**src/rtl/fdiv_finv_seq.sv**
```systemverilog
// Single-precision divide sequencer: x / y computed as x * finv(y).
// Drives the finv operand, waits the fixed finv latency, then multiplies and normalises.
module fdiv_finv_seq #(
  parameter int FINV_LATENCY = 4
) (
  input  logic        clk,
  input  logic        rst_n,
  input  logic        in_valid,
  output logic        in_ready,
  input  logic [31:0] x,
  input  logic [31:0] y,
  output logic [31:0] finv_a,
  input  logic [31:0] finv_result,
  output logic        out_valid,
  input  logic        out_ready,
  output logic [31:0] result,
  output logic        busy,
  output logic [2:0]  dbg_state
);

  localparam int CW = $clog2(FINV_LATENCY + 1);

  // Handshakes: a transfer happens on a rising edge where valid and ready are
  // both high; valid and its payload stay stable until that edge.
  typedef enum logic [2:0] {
    IDLE = 3'd0,
    WAIT = 3'd1,
    MUL  = 3'd2,
    NORM = 3'd3,
    DONE = 3'd4
  } state_t;

  state_t state, state_next;

  logic [CW-1:0]     cnt;
  logic [22:0]       x_man;
  logic [7:0]        x_exp;
  logic              sign;
  logic              nan_f, inf_f, zero_f;
  logic [47:0]       prod;
  logic signed [9:0] esum;
  logic signed [9:0] e_norm;
  logic [22:0]       mant;
  logic [31:0]       norm_res;
  logic              unused_finv_sign;

  // The reciprocal's sign is ignored; the quotient sign comes from x and y.
  assign unused_finv_sign = finv_result[31];

  assign in_ready  = (state == IDLE);
  assign busy      = (state != IDLE);
  assign dbg_state = state;

  always_ff @(posedge clk or negedge rst_n) begin
    if (!rst_n) state <= IDLE;
    else        state <= state_next;
  end

  always_comb begin
    state_next = state;
    case (state)
      IDLE: if (in_valid) state_next = WAIT;
      WAIT: if (cnt <= CW'(1)) state_next = MUL;
      MUL:  state_next = NORM;
      NORM: state_next = DONE;
      DONE: if (out_ready) state_next = IDLE;
      default: state_next = IDLE;
    endcase
  end

  // Normalisation of the registered product; truncates, never rounds.
  always_comb begin
    mant   = prod[45:23];
    e_norm = esum - 10'sd127;
    if (prod[47]) begin
      mant   = prod[46:24];
      e_norm = esum - 10'sd126;
    end
    if (nan_f)                norm_res = 32'h7FC0_0000;
    else if (inf_f)           norm_res = {sign, 8'hFF, 23'h0};
    else if (zero_f)          norm_res = {sign, 31'h0};
    else if (e_norm <= 10'sd0)   norm_res = {sign, 31'h0};
    else if (e_norm >= 10'sd255) norm_res = {sign, 8'hFF, 23'h0};
    else                      norm_res = {sign, e_norm[7:0], mant};
  end

  always_ff @(posedge clk or negedge rst_n) begin
    if (!rst_n) begin
      cnt       <= '0;
      x_man     <= '0;
      x_exp     <= '0;
      sign      <= 1'b0;
      nan_f     <= 1'b0;
      inf_f     <= 1'b0;
      zero_f    <= 1'b0;
      prod      <= '0;
      esum      <= '0;
      finv_a    <= '0;
      result    <= '0;
      out_valid <= 1'b0;
    end else begin
      case (state)
        IDLE: if (in_valid) begin
          finv_a <= y;
          x_man  <= x[22:0];
          x_exp  <= x[30:23];
          sign   <= x[31] ^ y[31];
          nan_f  <= (&x[30:23]) | (&y[30:23]);
          inf_f  <= (y[30:23] == 8'h00);
          zero_f <= (x[30:23] == 8'h00);
          cnt    <= CW'(FINV_LATENCY);
        end
        WAIT: if (cnt != '0) cnt <= cnt - CW'(1);
        MUL: begin
          // finv_result is valid on exactly this edge.
          prod <= 48'({1'b1, x_man}) * 48'({1'b1, finv_result[22:0]});
          esum <= $signed({2'b00, x_exp}) + $signed({2'b00, finv_result[30:23]});
        end
        NORM: begin
          result    <= norm_res;
          out_valid <= 1'b1;
        end
        DONE: if (out_ready) out_valid <= 1'b0;
        default: ;
      endcase
    end
  end

endmodule

```
**config.mk**
```make
export PLATFORM = sky130hd
export DESIGN_NAME = fdiv_finv_seq
export DESIGN_NICKNAME = d
export VERILOG_FILES = /design/src/rtl/fdiv_finv_seq.sv
export SDC_FILE = /design/constraint.sdc
export NUM_CORES = 2
export LEC_CHECK = 0
export BUFFER_PORTS_ARGS = -buffer_cell sky130_fd_sc_hd__buf_2
export CAP_MARGIN = 20
export CORE_AREA = 2 2 260 185
export CTS_CLUSTER_SIZE = 30
export DETAILED_ROUTE_END_ITERATION = 7
export DIE_AREA = 0 0 262 187
export GPL_ROUTABILITY_DRIVEN = 0
export PLACE_DENSITY = 0.78
export REMOVE_ABC_BUFFERS = 1
export SLEW_MARGIN = 20
export SYNTH_ARGS = -nofsm -noshare
export SYNTH_HDL_FRONTEND = slang
export SYNTH_SLANG_ARGS = --single-unit
```
**constraint.sdc**
```tcl
create_clock -name clk -period 9.7 [get_ports clk]
set_clock_uncertainty 0.1 [all_clocks]
set_input_delay 0 -clock clk [delete_from_list [all_inputs] [get_ports clk]]
set_output_delay 0 -clock clk [all_outputs]
set_load 0.01 [all_outputs]
```
==> results_dict.tcl <==
set metrics [dict create \
    outcome "complete, no violations" \
    row_count 67 \
    grt_pass1_wl_mm 112 \
    startpoint_type "register" \
    worst_slew_pin_slew_ps 1140 \
    cts-root-buf "clkbuf_16" \
    wl_per_cell_um 20.3 \
    ys_warn_count 0 \
    fin_crit_ps 8220 \
    crit_path_max_incr_delay_ps 1020 \
    crit_end "prod[42]$_DFFE_PN0P_" \
    yosysSeqAreaShare 0.143 \
    critPathBufInv 7 \
    die-area_mm2 0.0490 \
    r2r_slack_ps 1480 \
    core_mm2 0.0469 \
    cp_cell_sequence "inv_1 -> nor2_1 -> fa_1 -> inv_1 -> fa_1 -> inv_1 -> fa_1 -> inv_1 -> fa_1 -> inv_1 -> fa_1 -> fa_1 -> inv_1 -> fa_1 -> inv_1 -> ha_1 -> and2_1 -> o21ai_1 -> a211o_1 -> o311ai_1 -> o21bai_1 -> a211oi_1 -> nor3_1 -> o31ai_1" \
    grt_pass1_vias 21300 \
    setup_violations 0 \
    arrival_ps 8460 \
    io-pin-count 170 \
    synth_cell_types 69 \
    port_buffers 168 \
    synth-simple-area-share 0.151 \
    grt_antenna_before_repair 1 \
    finalNonFillerCells 3429 \
    postCtsSetupRepairBufs 0 \
    area_growth_pct 11.0 \
    drtIter0Drc 1684 \
    cts_tree "yes" \
    r2r_end "prod[42]$_DFFE_PN0P_" \
    grt_start_max_net_pins 83 \
    cts_buffers 17 \
    dp_slack_ps 1810 \
    synth_mux_area_frac 0.0338 \
    path_class "reg2reg" \
    cp_top_family "adder cells" \
    hold_class "in2async" \
    initial_core_util 0.521 \
    fin_nets 3559 \
    ctsLongestPathBuffers 2 \
    timing_hold_violations_final 0 \
    post-route-util 0.579 \
    grt_util_all_layers 0.296 \
    post-place-cells 3322 \
    relSlewSlack 0.237 \
    vias_per_cell 5.67 \
    synth_seq_cells 140 \
    endpoint_kind "register" \
    drive_gt1_frac 0.103 \
    drv_cap 0 \
    drv_slew 0 \
    synth_edf_count 0 \
    syn_inst 2633 \
    yosys_most_used_dff "dfrtp_1" \
    critPathSlowestCell "dfrtp_1" \
    drt_first_pass_iters 7 \
    synth-compound-area-share 0.0643 \
    synth_area_mm2 0.0245 \
    cts_max_level 4 \
    synth_xor_xnor_area_share 0.0118 \
    timing.final.crit_share 0.847 \
    reg2reg_depth 24 \
    cts_sinks 140 \
    routed-via-count 19400 \
    fin_setup_tns_ps 0 \
    clk_pin_slew_ps 70 \
    avgSynthCellArea_um2 9.29 \
    clk_latency_ps 450 \
    routed_wirelength_mm 69.7 \
    fp.dieH_um 187 \
    async_flop_share 1.00 \
    diodes 0 \
    rsz0062_at_grt "false" \
    crit_required_ps 9950 \
    synth_top_family_by_area "adder cells" \
    reg2reg_from "x_man[6]$_DFFE_PN0P_" \
    postRouteAntennaNets 0 \
    fmax_mhz 122 \
    cp-startpoint "x_man[6]$_DFFE_PN0P_" \
    synthAdderAreaFrac 0.487 \
    cp_max_fo 20 \
    drc 0 \
    fp.dieW_um 262 \
    grt-ovfl-total 0 \
    cp.depth 24 \
    worst_slack_ps 1480 \
    dp_hpwl_mm 52.0 \
]
==> placed cells by master, fill, tap and decap left out, types with 20 or more instances in the layout <==
master	synthesis	layout
o21ai_0	54	54
buf_4	0	20
o21ai_1	31	31
nand2_1	372	372
ha_1	182	182
a21o_1	22	22
fa_1	482	482
mux2i_1	23	23
nor2_1	71	71
dlygate4sd3_1	0	75
mux2_2	53	53
inv_1	579	579
and2_1	239	238
a21oi_1	60	60
buf_2	6	167
dfrtp_1	140	139
==> registers in the layout (all words and copies together) (netlist names) <==
signal / count
cnt: 3
dbg_state: 3
esum: 9
finv_a: 32
inf_f: 1
nan_f: 1
out_valid: 1
prod: 25
result: 32
sign: 1
x_exp: 8
x_man: 23
zero_f: 1
==> worst register-to-register path, cell delays in order, from the launching register on <==
cell and delay, ps:
dfrtp_1 1020, inv_1 580, nor2_1 300, fa_1 230, inv_1 60, fa_1 500
inv_1 50, fa_1 500, inv_1 60, fa_1 540, inv_1 50, fa_1 440
fa_1 510, inv_1 50, fa_1 500, inv_1 60, ha_1 360, and2_1 200
o21ai_1 70, a211o_1 320, o311ai_1 670, o21bai_1 280, a211oi_1 340, nor3_1 100
o31ai_1 250
==> metrics by stage <==
| step | area (um2) | hold slack [ps] |
|---|---|---|
| CTS | 27200 | 9.68 |
| detailed placement | 25800 | -93.9 |
| finish | 27200 | 44.7 |
| global route | 27200 | 77.5 |
| floorplan | 24000 | -396 |
| global placement | 25800 | -114 |
==> how the worst min path moves through the flow <==
stage | cells past startpoint | slack (ps) | to | from
3_3_place_gp | 1 | -110 | finv_a[3]$_DFFE_PN0P_ | rst_n
5_1_grt | 2 | 80 | finv_a[18]$_DFFE_PN0P_ | rst_n
3_5_place_dp | 1 | -90 | finv_a[4]$_DFFE_PN0P_ | rst_n
6_report | 2 | 40 | finv_a[4]$_DFFE_PN0P_ | rst_n
2_1_floorplan | 0 | -400 | cnt[0]$_DFFE_PN0P_ | rst_n
4_1_cts | 2 | 10 | finv_a[4]$_DFFE_PN0P_ | rst_n
==> Yosys cell counts, types with 3 or more instances <==
cell	instances	area, um2
a211o_1	3	26.3
a211oi_1	10	75.1
a21o_1	22	165
a21oi_1	60	300
a31oi_1	7	43.8
and2_1	239	1500
and3_1	11	68.8
buf_2	6	30.0
clkbuf_1	113	424
dfrtp_1	140	3500
fa_1	482	9650
ha_1	182	2280
inv_1	579	2170
mux2_2	53	597
mux2i_1	23	230
nand2_1	372	1400
nand2b_1	6	37.5
nand3_1	15	75.1
nand3b_1	3	22.5
nand4_1	14	87.6
nor2_1	71	267
nor2b_1	8	50.1
nor3_1	13	65.1
nor4_1	6	37.5
o21a_1	7	52.6
o21ai_0	54	270
o21ai_1	31	155
o21bai_1	10	75.1
o221ai_1	3	26.3
o311ai_1	4	35.0
o31ai_1	5	37.5
xnor2_1	18	158
xor2_1	15	131
==> cells by family after synthesis <==
family	count (synthesis)
XOR/XNOR	33
adder cells (fa/ha/maj)	664
buffers and inverters	703
AND/OR/NAND/NOR	771
AO/OA/AOI/OAI	246
multiplexers	76
flip-flops	140
==> layout make-up <==
cell class	instances	area, um2
clock buffer	18	429
timing repair buffer	264	1760
inverter	582	2180
tap	621	777
multi-input combinational	1790	18300
fill	3838	19800
clock inverter	14	184
sequential	140	3500
==> routing by layer <==
layer  wire [um]  GRT usage
met5          11          0
met4        3150      0.116
met3        8240     0.0944
met2       32000      0.459
met1       26300      0.389
==> repair_timing <==
action,in CTS,in global routing
resized for setup,0,0
setup endpoints to repair,0,0
hold endpoints to repair,141,0
hold buffers,75,0
Power is not shown: default switching activity piles up to over one toggle a cycle in this logic, so the estimate is an artifact.
